[config.mk]
export PLATFORM = sky130hd
export DESIGN_NAME = sobel_threshold_ctrl
export DESIGN_NICKNAME = d
export VERILOG_FILES = /design/src/rtl/sobel_threshold_ctrl.sv
export SDC_FILE = /design/constraint.sdc
export NUM_CORES = 1
export LEC_CHECK = 0
export ABC_AREA = 1
export BUFFER_PORTS_ARGS = -buffer_cell sky130_fd_sc_hd__buf_2
export CAP_MARGIN = 20
export CORE_MARGIN = 10
export CORE_UTILIZATION = 60
export CTS_BUF_LIST = sky130_fd_sc_hd__clkbuf_4 sky130_fd_sc_hd__clkbuf_8
export DETAILED_ROUTE_END_ITERATION = 8
export HOLD_SLACK_MARGIN = 0.03
export PLACE_DENSITY = 0.83
export SYNTH_ARGS = -nofsm -noshare
export SYNTH_HDL_FRONTEND = slang
export SYNTH_SLANG_ARGS = --single-unit
[constraint.sdc]
create_clock -name clk -period 3.8 [get_ports clk]
set_input_delay 0.19 -clock clk [delete_from_list [all_inputs] [get_ports clk]]
set_output_delay 0.19 -clock clk [all_outputs]
set_load 0.01 [all_outputs]
[src/rtl/sobel_threshold_ctrl.sv]
// Frame-synchronous Sobel threshold controller: counts edge pixels per frame and
// publishes an adaptive or host-set threshold during vertical blanking.
module sobel_threshold_ctrl #(
  parameter logic [7:0]  THR_INIT = 8'd64,
  parameter logic [7:0]  THR_MIN  = 8'd8,
  parameter logic [7:0]  THR_MAX  = 8'd248,
  parameter logic [7:0]  THR_STEP = 8'd4,
  parameter int unsigned CNT_W    = 19
) (
  input  logic             clk,
  input  logic             rst,
  input  logic             post_frame_vsync,
  input  logic             post_frame_href,
  input  logic             post_img_Bit,
  input  logic             cfg_auto,
  input  logic             cfg_thr_wr,
  input  logic [7:0]       cfg_thr_data,
  input  logic [CNT_W-1:0] cfg_cnt_lo,
  input  logic [CNT_W-1:0] cfg_cnt_hi,
  output logic [7:0]       Sobel_Threshold,
  output logic [CNT_W-1:0] edge_count,
  output logic             frame_done
);

  typedef enum logic [1:0] {IDLE, COUNT, EVAL, APPLY} state_t;

  localparam logic [CNT_W-1:0] CNT_MAX = '1;

  state_t           state, state_nxt;
  logic             vs_d;
  logic             rise, fall, pix;
  logic [CNT_W-1:0] cnt, cnt_l;
  logic             start_pend;
  logic             pend, pend_used;
  logic [7:0]       pend_val;
  logic [7:0]       nxt, nxt_c, base;
  logic [8:0]       up9, dn9;
  logic             thr_defer;
  logic [7:0]       thr_defer_val;

  assign rise = post_frame_vsync & ~vs_d;
  assign fall = ~post_frame_vsync & vs_d;
  assign pix  = post_frame_vsync & post_frame_href & post_img_Bit;

  // vs_d resets high so a frame already in progress at reset release is not seen as a rise
  always_ff @(posedge clk or posedge rst) begin
    if (rst) vs_d <= 1'b1;
    else     vs_d <= post_frame_vsync;
  end

  // Saturating edge-pixel counter, restarted by each vsync rise
  always_ff @(posedge clk or posedge rst) begin
    if (rst) begin
      cnt <= '0;
    end else if (rise) begin
      cnt <= pix ? CNT_W'(1) : '0;
    end else if (pix && cnt != CNT_MAX) begin
      cnt <= cnt + CNT_W'(1);
    end
  end

  always_ff @(posedge clk or posedge rst) begin
    if (rst) state <= IDLE;
    else     state <= state_nxt;
  end

  always_comb begin
    state_nxt = state;
    case (state)
      IDLE:    if (rise || start_pend) state_nxt = COUNT;
      COUNT:   if (fall) state_nxt = EVAL;
      EVAL:    state_nxt = APPLY;
      APPLY:   state_nxt = IDLE;
      default: state_nxt = IDLE;
    endcase
  end

  // A rise during EVAL/APPLY (short blanking) is remembered so IDLE re-enters COUNT
  always_ff @(posedge clk or posedge rst) begin
    if (rst) begin
      start_pend <= 1'b0;
    end else if (state_nxt == COUNT && state != COUNT) begin
      start_pend <= 1'b0;
    end else if (rise && (state == EVAL || state == APPLY)) begin
      start_pend <= 1'b1;
    end
  end

  always_ff @(posedge clk or posedge rst) begin
    if (rst)                        cnt_l <= '0;
    else if (state == COUNT && fall) cnt_l <= cnt;
  end

  // Next-threshold selection; base includes a threshold still waiting for blanking
  always_comb begin
    base  = thr_defer ? thr_defer_val : Sobel_Threshold;
    up9   = {1'b0, base} + {1'b0, THR_STEP};
    dn9   = {1'b0, base} - {1'b0, THR_STEP};
    nxt_c = base;
    if (pend) begin
      nxt_c = pend_val;
    end else if (cfg_auto) begin
      if (cnt_l > cfg_cnt_hi) begin
        nxt_c = (up9 > {1'b0, THR_MAX}) ? THR_MAX : up9[7:0];
      end else if (cnt_l < cfg_cnt_lo) begin
        nxt_c = (dn9[8] || dn9[7:0] < THR_MIN) ? THR_MIN : dn9[7:0];
      end
    end
  end

  // Host write capture; a write landing in EVAL or APPLY survives to the next frame
  always_ff @(posedge clk or posedge rst) begin
    if (rst) begin
      pend      <= 1'b0;
      pend_val  <= 8'd0;
      pend_used <= 1'b0;
      nxt       <= 8'd0;
    end else begin
      if (cfg_thr_wr) begin
        pend     <= 1'b1;
        pend_val <= cfg_thr_data;
      end else if (state == APPLY && pend_used) begin
        pend <= 1'b0;
      end
      if (state == EVAL) begin
        nxt       <= nxt_c;
        pend_used <= pend & ~cfg_thr_wr;
      end
    end
  end

  // Publish results; the threshold itself is held back until vsync is low
  always_ff @(posedge clk or posedge rst) begin
    if (rst) begin
      Sobel_Threshold <= THR_INIT;
      edge_count      <= '0;
      frame_done      <= 1'b0;
      thr_defer       <= 1'b0;
      thr_defer_val   <= 8'd0;
    end else if (state == APPLY) begin
      edge_count <= cnt_l;
      frame_done <= 1'b1;
      if (post_frame_vsync) begin
        thr_defer     <= 1'b1;
        thr_defer_val <= nxt;
      end else begin
        Sobel_Threshold <= nxt;
        thr_defer       <= 1'b0;
      end
    end else begin
      frame_done <= 1'b0;
      if (thr_defer && !post_frame_vsync) begin
        Sobel_Threshold <= thr_defer_val;
        thr_defer       <= 1'b0;
      end
    end
  end

endmodule

# Word-level counts from Yosys, hierarchy flattened
# Index checks and enable logic that the tools add are counted.
[totals]
reg_bits = 97
wordCells = 77
in_bits = 53
[op_classes]
reduce_logical = 17
n_eq_ne = 7
n_addsub = 3
order_cmp = 4
bitwise_logic = 8
n_mux = 24
[op_table]
columns = ["op", "count"]
rows = [
  ["8-bit 2-to-1 mux", 10],
  ["19-bit 2-to-1 mux", 2],
  ["19-bit by 1-bit adder with 19-bit output, second input constant", 1],
  ["19-bit > comparator", 1],
  ["19-bit < comparator", 1],
  ["19-bit inequality test, second input constant", 1],
  ["8-bit by 3-bit adder with 9-bit output, second input constant", 1],
  ["9-bit by 8-bit > comparator with 1-bit output, second input constant", 1],
  ["1-bit 2-to-1 mux", 9],
  ["8-bit by 3-bit subtractor with 9-bit output, second input constant", 1],
  ["8-bit by 4-bit < comparator with 1-bit output, second input constant", 1],
  ["2-bit one-hot mux with 4 select lines", 1],
  ["2-bit nonzero test", 4],
  ["1-bit logical AND", 6],
  ["1-bit bitwise AND", 5],
  ["2-bit by 1-bit equality test with 1-bit output, second input constant", 2],
  ["2-bit equality test, second input constant", 2],
  ["2-bit 2-to-1 mux", 2],
  ["2-bit AND reduction", 2],
  ["1-bit logical OR", 3],
  ["1-bit inverter", 3],
  ["2-bit zero test", 1],
  ["2-bit by 1-bit inequality test with 1-bit output, second input constant", 1],
  ["2-bit inequality test, second input constant", 1],
  ["1-bit zero test", 1],
]

# Depth between registers and ports, before layout
# Gate-level depths: netlist (run 1).
[depth]
word_depth = 9
mapped_depth = 20
depth_no_buf = 19

# Worst setup path before layout (run 1)
# OpenSTA, ideal clock, no wires.
[synth_timing]
path_kind = "reg2reg"
from = "reg thr_defer"
to = "reg nxt[0]"
required_ns = 3.683
path_slack_ns = 1.748
arrival_ns = 1.935
synth_period_minus_slack_ns = 2.052
stages_incl_launch_ff = 19
setup_ns = 0.117
path_cell_list = "dfrtp_1 buf_6 o21ai_4 inv_2 ha_1 nand3_1 nand2_1 nor2_1 nand3_1 nor2_1 nand2_2 nand2_1 nand2_1 nand2_1 nand3_1 nand2_1 nand2_1 nand2_1 nand2_1"
[synth_via]
elab_chain_len = 9
[synth_lines]
columns = ["item", "line_no", "text"]
rows = [
  ["start: declaration", "38", "logic thr_defer;"],
  ["start signal: assignment", "138", "thr_defer <= 1'b0;"],
  ["start signal: assignment", "144", "thr_defer <= 1'b1;"],
  ["start signal: assignment", "148", "thr_defer <= 1'b0;"],
  ["8-bit 2-to-1 mux (*)", "96", "base = thr_defer ? thr_defer_val : Sobel_Threshold;"],
  ["8-bit by 3-bit subtractor with 9-bit output", "98", "dn9 = {1'b0, base} - {1'b0, THR_STEP};"],
  ["8-bit by 4-bit < comparator with 1-bit output", "106", "nxt_c = (dn9[8] || dn9[7:0] < THR_MIN) ? THR_MIN : dn9[7:0];"],
  ["1-bit logical OR", "106", ""],
  ["8-bit 2-to-1 mux", "106", ""],
  ["8-bit 2-to-1 mux", "105", "end else if (cnt_l < cfg_cnt_lo) begin"],
  ["8-bit 2-to-1 mux", "103", "if (cnt_l > cfg_cnt_hi) begin"],
  ["8-bit 2-to-1 mux (*)", "102", "end else if (cfg_auto) begin"],
  ["8-bit 2-to-1 mux (*)", "100", "if (pend) begin"],
  ["end signal: assignment", "126", "nxt <= nxt_c;"],
  ["end: declaration", "36", "logic [7:0] nxt, nxt_c, base;"],
]
# Mark *: on every way between the ends. The rest lies on a longest branch, timed or not.
# A chain may end at the register's enable or synchronous reset.

# Worst setup path after layout (run 1)
[layout_timing]
from = "reg thr_defer"
to = "reg nxt[1]"
# The elaborated chain is that of the path after synthesis.

==> results.json, run 1 <==
{
  "outcome": "completed",
  "seq_area_frac_synth_pct": 42.0,
  "antenna_found_initial": 0,
  "p_leak_nw": 3.63,
  "cts_tree": "done",
  "holdPathStages": 3,
  "area_delta_synth_final_pct": 12.7,
  "drv_cap": 0,
  "cp-startpoint": "thr_defer",
  "synth_top_cell_by_area": "dfrtp_1",
  "crit_path_end": "nxt[1]",
  "reg2reg_slack_ns": 1.05,
  "via_count": 5337,
  "clock_sinks": 97,
  "slew_viol_final": 0,
  "yosysWarnings": 0,
  "p_int_mw": 2.13,
  "critPathCaptureType": "register",
  "cts_resized": 0,
  "ys_ff_latch": 97,
  "gp_congestion": 0.994,
  "nNetsFinal": 946,
  "r2r_start": "thr_defer",
  "die_area_um2": 14000,
  "max-vdd-ir-drop_mv": 0.325,
  "synth_edf_count": 0,
  "worstPathArrival_ns": 3.01,
  "drive_above_1_share_pct": 14.6,
  "p_seq_share_pct": 40.3,
  "r2r_end": "nxt[1]",
  "cts_hold_buf": 2,
  "relSlewSlack_pct": 44.7,
  "fin_ws_ns": 1.05,
  "power.switching_mw": 1.58,
  "reg2regPathDepth": 18,
  "die_y_um": 118,
  "grt_use_total_pct": 21.0,
  "fmax_mhz": 363,
  "drc": 0,
  "cts_buffers": 9,
  "fillers": 800,
  "synth_ff_type": "dfrtp_1",
  "vias_per_cell": 5.42,
  "rows": 35,
  "grt_max_degree": 39,
  "drt_iter0_drc": 560,
  "finalSetupViolCount": 0,
  "clockBufferDepth": 2,
  "pre_cts_ws_ns": 1.11,
  "clkPwrFrac_pct": 18.7,
  "period_minus_slack_ns": 2.75,
  "start_util_pct": 62.1,
  "antenna_cells": 0,
  "dp_hpwl_um": 11500,
  "pwr_density_cell_nw_per_um2": 569,
  "multiInputGateArea_um2": 2820,
  "tightest_slew_ns": 0.827,
  "synth_cell_types": 42,
  "worst-path-max-fanout": 18,
  "p_sw_share_pct": 42.6,
  "synth_common_cells": "nand2_1, inv_1, dfrtp_1",
  "clk_latency_ns": 0.37,
  "cp-start-kind": "register",
  "rsz0062_at_grt": "no",
  "root_buffer": "clkbuf_8",
  "fin_tns_setup_ns": 0,
  "hold_class": "in -> reg",
  "power_frac_comb_pct": 41.1,
  "power_mw": 3.71,
  "post-cts-setup-buffer-count": 0,
  "drtPass1Iterations": 5,
  "synthesis.nets": 869,
  "crit_type": "reg -> reg",
  "netlist_area_um2": 5790,
  "avgSynthCellArea_um2": 7.47,
  "synth_top_cells_by_area": "dfrtp_1, nand2_1, ha_1, inv_1, o21ai_0",
  "post-synth-top-count-cell": "nand2_1",
  "path_clk_slew_ns": 0.10,
  "async_flop_share_pct": 100,
  "timing_hold_violations_final": 0,
  "grt_overflow": 0,
  "htreeDepth": 3,
  "grt_pass1_vias": 5248,
  "finalWirelength_um": 14700,
  "clock_skew_ns": 0.0151,
  "die_width_um": 118,
  "portBuffers": 80,
  "ant_nets": 0,
  "grt_first_pass_wirelength_um": 25000,
  "worstPathRequired_ns": 4.06,
  "synth_top_area_share_pct": 41.1,
  "io_pins": 81,
  "synthCells": 775,
  "wl_per_cell_um": 14.9,
  "core_region_area_um2": 9330,
  "period_share_pct": 72.4,
  "fin_util_pct": 69.9,
  "ff_latch_area_um2": 2430
}
placed cells by master, fill, tap and decap left out, drive strengths merged:
cell type    synthesis  routed
nand2              266     266
inv                117     117
dfrtp               95      95
buf                  7      84
o21ai               69      69
a21oi               46      46
ha                  41      41
nand3               33      33
nor2                31      31
nand4               18      18
clkbuf              13      10
o211ai               7       7
nor3                 7       7
or2                  4       4
clkinv               1       4
o21a                 3       3
mux2                 3       3
dfstp                2       2
a21o                 2       2
dlygate4sd3          0       2
a211oi               1       1
xor2                 1       1
o311a                1       1
nand3b               1       1
nor4                 1       1
nor4b                1       1
nor3b                1       1
a221oi               1       1
a31oi                1       1
o31ai                1       1
clkinvlp             0       1
bufinv               0       1
metrics by stage:
step	hold slack [ns]	instances	area, um2
2_1_floorplan	0.194	775	5790
3_3_place_gp	0.224	966	6270
3_5_place_dp	0.229	966	6270
4_1_cts	0.0400	983	6490
5_1_grt	0.0501	985	6520
6_report	0.0401	985	6520
cells by family (layout without fill, tap and decap cells):
family	count (synthesis)	count (layout)	synth area share (%)
DFF	97	97	42.0
xor gates and xnor gates	1	1	0.151
muxes	3	3	0.584
adders and majority gates	41	41	8.86
and+or+nand+nor	363	363	26.1
buffers and inverters	138	219	9.32
AOI/OAI and AO/OA	132	132	13.0
state kept, by name (all words and copies together), names as in the netlist:
signal / count
Sobel_Threshold: 8
cnt: 19
cnt_l: 19
edge_count: 19
frame_done: 1
nxt: 8
pend: 1
pend_used: 1
pend_val: 8
start_pend: 1
state: 2
thr_defer: 1
thr_defer_val: 8
vs_d: 1
routing by layer:
layer  GRT usage (%)  share of wire (%)
met4            6.65                1.9
met3            4.09                7.5
met2            34.4                 47
met5               0                  0
met1            27.4                 44
power by group through the flow:
stage,sequential [mW],clock (mW),combinational [mW]
floorplan,1.49,0,1.06
global route,1.52,0.735,1.75
finish,1.49,0.693,1.53
detailed placement,1.51,0,1.49
CTS,1.49,0.699,1.50
global placement,1.50,0,1.46
layout make-up:
type,instances,share of cell area (%)
clock buffers,10,2.01
clock inverters,5,1.02
inverters,118,6.81
multi-input cells,540,43.2
flip-flops and latches,97,37.3
well taps,129,2.47
repair buffers,86,7.21
worst max-delay path: stages, from the launching register on:
cell and delay (ns):
dfrtp_1 0.82, nand2_1 0.20, o21ai_4 0.18, inv_2 0.13, ha_1 0.23, nand3_1 0.11, nand2_1 0.08, nor2_1 0.09
nand3_1 0.07, nor2_1 0.11, nand2_2 0.10, nand2_1 0.08, nand2_1 0.05, nand2_1 0.07, nand3_1 0.09, nand2_1 0.07
nand2_1 0.05, nand2_1 0.06, nand2_1 0.05
worst min-delay path by stage:
stage	to	start	slack (ns)
detailed placement	pend_val[6]	rst	0.23
global placement	pend_val[6]	rst	0.22
floorplan	vs_d	post_frame_vsync	0.19
global route	pend_val[5]	cfg_thr_data[5]	0.05
CTS	pend_val[7]	cfg_thr_data[7]	0.04
finish	pend_val[7]	cfg_thr_data[7]	0.04
(Power assumes the default switching activity.)
==> run 2: changes to the inputs <==
- ABC_AREA: 1 -> 0
- CORE_UTILIZATION: 60 -> 54
- PLACE_DENSITY: 0.83 -> 0.79
- clock period: 3.8 -> 2.38 ns (I/O delays scaled with it)
==> results.json, run 2 <==
{
  "outcome": "finished, violations left",
  "violations": "setup timing",
  "fin_ws_ns": -0.0276,
  "finalWirelength_um": 15500,
  "grt_use_total_pct": 20.7,
  "drv_cap": 0,
  "cp-start-kind": "register",
  "die_width_um": 122,
  "worst-path-max-fanout": 6,
  "synth_top_cells_by_area": "dfrtp_1, ha_1, nand2_1, mux2_2, inv_1",
  "start_util_pct": 54.9,
  "netlist_area_um2": 5590,
  "dp_hpwl_um": 11400,
  "hold_class": "in -> reg",
  "grt_first_pass_wirelength_um": 24700,
  "io_pins": 81,
  "finalSetupViolCount": 1,
  "portBuffers": 80,
  "die_area_um2": 14800,
  "async_flop_share_pct": 100,
  "synth_common_cells": "nand2_1, dfrtp_1, inv_1",
  "final_common_cell": "nand2_1",
  "tightest_slew_ns": 0.717,
  "fin_util_pct": 67.0,
  "fmax_mhz": 415,
  "rsz0062_at_grt": "yes",
  "synth_top_cell_by_area": "dfrtp_1",
  "synth_edf_count": 0,
  "pwr_density_cell_nw_per_um2": 837,
  "slew_viol_final": 0,
  "drtPass1Iterations": 5,
  "grt_max_degree": 98,
  "critPathCaptureType": "register",
  "fin_tns_setup_ns": -0.0276,
  "clockBufferDepth": 2,
  "area_delta_synth_final_pct": 22.0,
  "vias_per_cell": 5.79,
  "relSlewSlack_pct": 52.2,
  "htreeDepth": 3,
  "place_area_um2": 6330,
  "synth_compound_area_share_pct": 13.7,
  "path_clk_slew_ns": 0.10,
  "synthXorXnorAreaFrac_pct": 2.98,
  "drc": 0,
  "worstPathRequired_ns": 2.69,
  "wl_per_cell_um": 18.1,
  "clk_latency_ns": 0.37,
  "gp_congestion": 0.958,
  "antenna_found_initial": 1,
  "synthAdderAreaFrac_pct": 9.17,
  "drt_iter0_drc": 342,
  "root_buffer": "clkbuf_8",
  "drive_above_1_share_pct": 28.1,
  "max-vdd-ir-drop_mv": 0.592,
  "grt_pass1_vias": 4976,
  "worstPathArrival_ns": 2.71,
  "nNetsFinal": 808,
  "grt_overflow": 0,
  "period_minus_slack_ns": 2.41,
  "post-synth-top-count-cell": "nand2_1",
  "crit_type": "reg -> reg",
  "synthCells": 597,
  "synth_top_family_by_area": "simple AND/OR/NAND/NOR gates",
  "ys_ff_latch": 97,
  "ant_nets": 0,
  "die_y_um": 122,
  "synth_mux_area_share_pct": 8.14,
  "period_share_pct": 101,
  "timing_hold_violations_final": 0,
  "synth_ff_type": "dfrtp_1",
  "yosysWarnings": 0,
  "synth_cell_types": 56,
  "synth_top_area_share_pct": 42.5,
  "synthSimpleGateAreaFrac_pct": 17.2,
  "rows": 37,
  "fillers": 803,
  "instances_no_fill": 857,
  "clock_skew_ns": 0.0137,
  "core_region_area_um2": 10200,
  "cts_tree": "done",
  "seq_area_frac_synth_pct": 43.4,
  "cts_buffers": 9,
  "avgSynthCellArea_um2": 9.37,
  "finalInstanceArea_um2": 6820,
  "place_inst": 821,
  "reg_top3": "cnt: 19 flops, cnt_l: 19 flops, edge_count: 19 flops",
  "p_leak_nw": 3.47,
  "layout_common_cells": "nand2_1, dfrtp_1, buf_2",
  "clock_sinks": 97,
  "via_count": 4958,
  "synthesis.nets": 691
}
[run 2: layout make-up]
| cell class | instances | area (um2) | share of cell area, % |
|---|---|---|---|
| timing repair buffer | 128 | 800 | 11.7 |
| sequential | 97 | 2430 | 35.7 |
| clock buffer | 11 | 139 | 2.04 |
| antenna | 2 | 5.00 | 0.0734 |
| inverter | 52 | 199 | 2.92 |
| clock inverter | 5 | 32.5 | 0.477 |
| multi-input combinational | 426 | 3040 | 44.6 |
| tap | 136 | 170 | 2.49 |
[run 2: repair_timing]
item                                   in CTS  in global routing
pin swaps                                   0                 14
setup endpoints to repair                   5                  8
hold buffers                               10                  0
cloned                                      0                  1
gates resized for setup                     3                 28
buffers inserted                            0                  7
endpoints found under the hold margin     105                  0
[run 2: cell families (layout without fill, tap and decap cells)]
logic type	Yosys count	after routing
multiplexers	40	40
buffers and inverters	74	196
adder cells (fa/ha/maj)	41	41
AO/OA/AOI/OAI	116	116
AND/OR/NAND/NOR	210	210
XOR/XNOR	19	19
flip-flops	97	97
other	0	2
[run 2: where the power goes]
| group | total [mW] | internal [mW] | switching, mW |
|---|---|---|---|
| Clock | 0.984 | 0.400 | 0.584 |
| Combinational | 2.43 | 1.13 | 1.30 |
| Sequential | 2.30 | 1.94 | 0.351 |
[run 2: path summary, 6_finish.rpt]
| path | to | from | slack, ns | cells past startpoint |
|---|---|---|---|---|
| max | nxt[3] | cnt_l[2] | -0.03 | 10 |
| min | cnt[0] | post_frame_href | 0.05 | 3 |
| max reg2reg | nxt[3] | cnt_l[2] | -0.03 | 10 |
| min reg2reg | edge_count[15] | edge_count[15] | 0.48 | 2 |
| max in group asynchronous | thr_defer | rst | 1.53 | 4 |
| min in group asynchronous | edge_count[11] | rst | 0.43 | 4 |
[run 2: metal layers]
metal,global-route usage [%],wire (um)
met5,0,0
met4,9.99,509
met3,4.72,1090
met2,33.6,7510
met1,25.4,6420
[run 2: worst max-delay path, stage by stage (launching register included)]
cell and delay, ns:
dfrtp_1 0.42, buf_4 0.17, ha_4 0.28, nand3b_1 0.09
a21oi_1 0.17, o31ai_1 0.12, a221oi_2 0.33, buf_4 0.20
a21oi_1 0.07, a221oi_2 0.32, a31o_1 0.18
[run 2: metrics by stage]
stage	power [mW]	hold WS, ns	setup WS [ns]
after floorplan	3.64	0.123	0.00695
after global placement	4.35	0.306	0.0531
after detailed placement	4.43	0.313	-0.0211
after CTS	5.41	0.0352	0.000716
after global routing	6.03	0.0328	-0.0910
final	5.71	0.0457	-0.0276
